--- src/rtl/ps2_scancode_rx.sv ---
// rtl/ps2_scancode_rx.sv - PS/2 keyboard receiver: filtered clock, frame decode, E0/F0 prefix merge.
// Optional macro PS2_RX_FIFO_EN selects a 4-deep event FIFO instead of a single holding register.
module ps2_scancode_rx #(
  parameter int FILTER  = 8,
  parameter int TIMEOUT = 2047
) (
  input  logic       clock,
  input  logic       reset,
  input  logic       ce,
  input  logic [1:0] ps2,
  output logic       valid,
  input  logic       ready,
  output logic [7:0] code,
  output logic       released,
  output logic       extended,
  output logic       err,
  output logic       overrun
);
  localparam int TW = $clog2(TIMEOUT + 1);

  typedef enum logic [1:0] {S_IDLE, S_DATA, S_PARITY, S_STOP} state_t;
  state_t r_state, w_state_next;

  logic              r_clk_s1, r_clk_s2, r_dat_s1, r_dat_s2;
  logic [FILTER-1:0] r_filt;
  logic              r_filt_clk;
  logic [TW-1:0]     r_to_cnt;
  logic [7:0]        r_shift;
  logic [2:0]        r_bit_cnt;
  logic              r_parity;
  logic              r_pend_ext, r_pend_rel;
  logic              r_err, r_overrun;

  logic [FILTER-1:0] w_filt_next;
  logic              w_fall, w_bit, w_timeout;
  logic              w_accept, w_reject, w_is_e0, w_is_f0, w_emit, w_pop;
  logic [9:0]        w_ev;

  assign w_filt_next = {r_filt[FILTER-2:0], r_clk_s2};
  assign w_fall      = ce && r_filt_clk && (w_filt_next == '0);
  assign w_bit       = r_dat_s2;
  assign w_timeout   = ce && (r_state != S_IDLE) && !w_fall && (r_to_cnt == TW'(TIMEOUT - 1));
  assign w_is_e0     = w_accept && (r_shift == 8'hE0);
  assign w_is_f0     = w_accept && (r_shift == 8'hF0);
  assign w_emit      = w_accept && !w_is_e0 && !w_is_f0;
  assign w_ev        = {r_pend_ext, r_pend_rel, r_shift};

  always_ff @(posedge clock or posedge reset) begin
    if (reset) begin
      r_clk_s1 <= 1'b1; r_clk_s2 <= 1'b1;
      r_dat_s1 <= 1'b1; r_dat_s2 <= 1'b1;
    end else begin
      r_clk_s1 <= ps2[0]; r_clk_s2 <= r_clk_s1;
      r_dat_s1 <= ps2[1]; r_dat_s2 <= r_dat_s1;
    end
  end

  // Filtered clock only changes once the whole sample window agrees.
  always_ff @(posedge clock or posedge reset) begin
    if (reset) begin
      r_filt     <= '1;
      r_filt_clk <= 1'b1;
    end else if (ce) begin
      r_filt <= w_filt_next;
      if (w_filt_next == '1)      r_filt_clk <= 1'b1;
      else if (w_filt_next == '0) r_filt_clk <= 1'b0;
    end
  end

  always_comb begin
    w_state_next = r_state;
    w_accept     = 1'b0;
    w_reject     = 1'b0;
    if (w_timeout) begin
      w_state_next = S_IDLE;
    end else if (w_fall) begin
      case (r_state)
        S_IDLE:   if (!w_bit) w_state_next = S_DATA;
        S_DATA:   if (r_bit_cnt == 3'd7) w_state_next = S_PARITY;
        S_PARITY: w_state_next = S_STOP;
        S_STOP: begin
          w_state_next = S_IDLE;
          if (w_bit && (^r_shift ^ r_parity)) w_accept = 1'b1;
          else                                w_reject = 1'b1;
        end
        default:  w_state_next = S_IDLE;
      endcase
    end
  end

  always_ff @(posedge clock or posedge reset) begin
    if (reset) begin
      r_state    <= S_IDLE;
      r_to_cnt   <= '0;
      r_shift    <= 8'h00;
      r_bit_cnt  <= 3'd0;
      r_parity   <= 1'b0;
      r_pend_ext <= 1'b0;
      r_pend_rel <= 1'b0;
      r_err      <= 1'b0;
    end else begin
      r_state <= w_state_next;
      r_err   <= w_reject;
      if (ce) begin
        if (r_state == S_IDLE || w_fall || w_timeout) r_to_cnt <= '0;
        else                                          r_to_cnt <= r_to_cnt + 1'b1;
      end
      if (w_fall) begin
        case (r_state)
          S_IDLE:   r_bit_cnt <= 3'd0;
          S_DATA: begin
            r_shift   <= {w_bit, r_shift[7:1]};
            r_bit_cnt <= r_bit_cnt + 3'd1;
          end
          S_PARITY: r_parity <= w_bit;
          default:  ;
        endcase
      end
      if (w_reject || w_emit) begin
        r_pend_ext <= 1'b0;
        r_pend_rel <= 1'b0;
      end else begin
        if (w_is_e0) r_pend_ext <= 1'b1;
        if (w_is_f0) r_pend_rel <= 1'b1;
      end
    end
  end

`ifdef PS2_RX_FIFO_EN
  logic [9:0] r_mem [4];
  logic [1:0] r_wr_ptr, r_rd_ptr;
  logic [2:0] r_count;
  logic       w_push;

  assign w_pop  = (r_count != 3'd0) && ready;
  assign w_push = w_emit && ((r_count != 3'd4) || w_pop);

  always_ff @(posedge clock or posedge reset) begin
    if (reset) begin
      for (int i = 0; i < 4; i++) r_mem[i] <= 10'h000;
      r_wr_ptr  <= 2'd0;
      r_rd_ptr  <= 2'd0;
      r_count   <= 3'd0;
      r_overrun <= 1'b0;
    end else begin
      if (w_push) begin
        r_mem[r_wr_ptr] <= w_ev;
        r_wr_ptr        <= r_wr_ptr + 2'd1;
      end
      if (w_pop) r_rd_ptr <= r_rd_ptr + 2'd1;
      case ({w_push, w_pop})
        2'b10:   r_count <= r_count + 3'd1;
        2'b01:   r_count <= r_count - 3'd1;
        default: r_count <= r_count;
      endcase
      if (w_emit && !w_push) r_overrun <= 1'b1;
    end
  end

  assign valid                      = (r_count != 3'd0);
  assign {extended, released, code} = r_mem[r_rd_ptr];
`else
  logic       r_valid;
  logic [9:0] r_data;

  assign w_pop = r_valid && ready;

  always_ff @(posedge clock or posedge reset) begin
    if (reset) begin
      r_valid   <= 1'b0;
      r_data    <= 10'h000;
      r_overrun <= 1'b0;
    end else begin
      if (w_emit && (!r_valid || w_pop)) begin
        r_valid <= 1'b1;
        r_data  <= w_ev;
      end else if (w_pop) begin
        r_valid <= 1'b0;
      end
      if (w_emit && r_valid && !w_pop) r_overrun <= 1'b1;
    end
  end

  assign valid                      = r_valid;
  assign {extended, released, code} = r_data;
`endif

  assign err     = r_err;
  assign overrun = r_overrun;
endmodule

--- config.mk ---
export PLATFORM = sky130hd
export DESIGN_NAME = ps2_scancode_rx
export DESIGN_NICKNAME = d
export VERILOG_FILES = /design/src/rtl/ps2_scancode_rx.sv
export SDC_FILE = /design/constraint.sdc
export NUM_CORES = 1
export LEC_CHECK = 0
export CORE_MARGIN = 4
export CORE_UTILIZATION = 45
export CTS_CLUSTER_SIZE = 20
export DETAILED_ROUTE_END_ITERATION = 8
export GPL_TIMING_DRIVEN = 0
export SLEW_MARGIN = 5
export SYNTH_ARGS = -nofsm -noshare
export SYNTH_HDL_FRONTEND = slang
export SYNTH_SLANG_ARGS = --single-unit
--- constraint.sdc ---
create_clock -name clock -period 3.2 [get_ports clock]
set_clock_uncertainty 0.15 [all_clocks]
set_input_delay 0.8 -clock clock [delete_from_list [all_inputs] [get_ports clock]]
set_output_delay 0.8 -clock clock [all_outputs]
set_load 0.05 [all_outputs]
==> flow_metrics.env <==
export IMPL_r2r_end="r_data[1]"
export IMPL_hold_viol=0
export IMPL_avgSynthCellArea_sq_um=12.06
export IMPL_crit_family="simple AND/OR/NAND/NOR gates"
export IMPL_syn_nets=218
export IMPL_synth_area_sq_um=2400
export IMPL_synthFlopType="dfrtp_1"
export IMPL_vias=1501
export IMPL_drcViolationCount=0
export IMPL_synth_cell_types=37
export IMPL_synthesis_instances=199
export IMPL_clock_sinks=52
export IMPL_slew_violations=0
export IMPL_status="finished, final reports clean"
export IMPL_cts_root_buffer="clkbuf_8"
export IMPL_path_cells="inv_1, ha_1, xnor3_1, xnor2_1, nand2_1, nor3_4, mux2_2"
export IMPL_r2r_cells=7
export IMPL_postCtsSetupBuffers=0
export IMPL_area_growth_pct=14.96
export IMPL_hold_path_class="reg -> reg"
export IMPL_synthArstFlopShare_pct=100.0
export IMPL_p_seq_share_pct=61.9
export IMPL_comb_power_share_pct=11.5
export IMPL_reg2reg_from="r_shift[0]"
export IMPL_grt_setup_unrepaired="false"
export IMPL_leakage_nw=1.258
export IMPL_drv_cap=0
export IMPL_n_fill_cell=470
export IMPL_hold_buffers=0
export IMPL_hold_path_depth=0
export IMPL_yosysSeqAreaShare_pct=54.85
export IMPL_drtAntennaViolNets=0
export IMPL_tritoncts="done"
export IMPL_fin_crit_sh_pct=83.20
export IMPL_p_per_area_nw_per_um2=474.1
export IMPL_fmax_mhz=375.6
export IMPL_clock_power_share_pct=26.6
export IMPL_grt_overflow=0
export IMPL_numCtsBuffers=5
export IMPL_drt_total_wl_mm=4.000
export IMPL_die_w_um=81.03
export IMPL_first_iter_violations=72
export IMPL_grt_pass1_wl_mm=6.962
export IMPL_port_buffers=17
export IMPL_p_sw_share_pct=25.76
export IMPL_final_cell_mix="40 x dfrtp_1, 23 x mux2_2, 17 x nand2_1, 17 x clkdlybuf4s50_1"
export IMPL_p_int_uw=971.0
export IMPL_path_buf_inv=1
export IMPL_holdCritStartpoint="r_dat_s1"
export IMPL_hold_path_end="r_dat_s2"
export IMPL_timing_critical_path_to_type="register"
export IMPL_clock_latency_ps=290
export IMPL_ys_ff_latch=52
export IMPL_track_usage_pct=13.66
export IMPL_max_slew_margin_rel_pct=63.59
export IMPL_dieHeight_um=81.03
export IMPL_dieArea_sq_um=6565
export IMPL_drtPass1Iterations=4
export IMPL_synth_top_area_share_pct=41.71
export IMPL_cts_resized=0
export IMPL_antenna_found_initial=0
export IMPL_grt_pass1_vias=1521
export IMPL_std_cell_rows=26
export IMPL_hpwlAfterDp_mm=2.994
export IMPL_tightest_slew_ps=544.3
export IMPL_irDropWorstVdd_mv=0.2881
export IMPL_path_class="reg -> reg"
export IMPL_vias_per_cell=5.088
export IMPL_grt_start_max_net_pins=34
export IMPL_mostFrequentLayoutCell="dfrtp_1"
export IMPL_startpoint_type="register"
export IMPL_cp_max_fo=10
export IMPL_core_area_sq_um=5140
export IMPL_post_place_ws_ps=431.1
export IMPL_cp_data_arrival_time_ps=2690
export IMPL_min_period_ps=2663
export IMPL_tns_ps=0
export IMPL_start_util_pct=46.69
export IMPL_drive_gt1_share_pct=22.22
export IMPL_critical_path_max_stage_delay_ps=490
export IMPL_n_antenna_cell=0
export IMPL_switching_power_uw=337.0
export IMPL_setup_viol_count_final=0
export IMPL_htreeDepth=2
export IMPL_clk_pin_slew_ps=80
export IMPL_io_pins=19
export IMPL_num_nets_final=243
export IMPL_worst_slack_ps=537.5
export IMPL_clk_path_buf_depth=2
export IMPL_required_ps=3230
export IMPL_synth_edf_count=0
export IMPL_regToRegSetupSlack_ps=540
export IMPL_gp_congestion=0.8064
export IMPL_synth_area_leader_cell="dfrtp_1"
export IMPL_cp_slowest_cell="nor3_4"
export IMPL_wl_per_cell_um=13.56
export IMPL_synth_warnings=0
export IMPL_synthTopCellsByArea="dfrtp_1 42%, dfstp_2 13%, mux2_2 11%"
[cell type report]
class	count	area [sq um]	share of cell area (%)
plain buffers	5	22.52	0.8163
clock inverters	1	5.005	0.1814
inverters	13	48.80	1.769
multi-input cells	129	1012	36.69
well taps	70	87.58	3.175
clock buffers	7	76.32	2.766
flip-flops and latches	52	1316	47.71
repair buffers	18	190.2	6.893
[per-stage QoR]
step | cell area, sq um | utilization, % | instances | total power, mW | hold WS (ps)
floorplan | 2400 | - | 199 | 0.9230 | 195.2
finish | 2759 | 53.68 | 295 | 1.308 | 208.7
CTS | 2759 | 53.68 | 295 | 1.329 | 209.9
global placement | 2658 | 51.70 | 286 | 0.9528 | 196.6
detailed placement | 2678 | 52.09 | 287 | 0.9745 | 197.5
global route | 2759 | 53.68 | 295 | 1.383 | 216.1
[sequential cells by signal, summed over array words and instances (netlist names), 2 cells and up]
register,cells
r_shift,8
r_to_cnt,11
r_filt,7
r_bit_cnt,3
r_data,10
r_state,2
[power by group through the flow]
stage	clock network (mW)	registers [mW]	logic [mW]
floorplan	0	0.803	0.120
global route	0.389	0.821	0.172
global placement	0	0.814	0.138
CTS	0.366	0.809	0.154
detailed placement	0	0.821	0.153
finish	0.349	0.809	0.150
[layer usage]
layer | global-route usage, % | part of all wire, %
met1 | 17.76 | 48
met2 | 22.74 | 48
met3 | 3.215 | 3.1
met4 | 4.054 | 0.60
met5 | 0 | 0
[synthesized netlist by cell type, types with 2 or more instances]
library cell / count
xnor2_1: 6
and3_1: 2
nand4_1: 5
dfstp_2: 12
ha_1: 13
mux2_2: 23
buf_2: 3
xor2_1: 4
nand3_1: 5
and2_1: 2
dfrtp_1: 40
inv_1: 13
nand2_1: 17
a21o_1: 3
a32o_1: 4
o21ai_0: 12
nor3_1: 2
clkbuf_1: 2
nor2_1: 13
[worst max-delay path by stage]
stage	startpoint	end	slack, ps	cells after the start
floorplan	ce	r_data[0]	750	5
global placement	reset	r_to_cnt[3]	130	2
detailed placement	ce	r_data[6]	430	5
CTS	r_shift[0]	r_data[8]	520	7
global route	r_shift[0]	r_data[0]	330	7
finish	r_shift[0]	r_data[1]	540	7
[cell families after synthesis]
kind of cell               after synthesis  share of synthesized area [%]
adders and majority gates               13                          6.778
xor gates and xnor gates                11                          4.588
AOI/OAI and AO/OA                       25                          6.987
buffers and inverters                   18                          2.972
DFF                                     52                          54.85
and+or+nand+nor                         57                          13.04
muxes                                   23                          10.79
No activity file was read; power rests on OpenSTA's default activity.
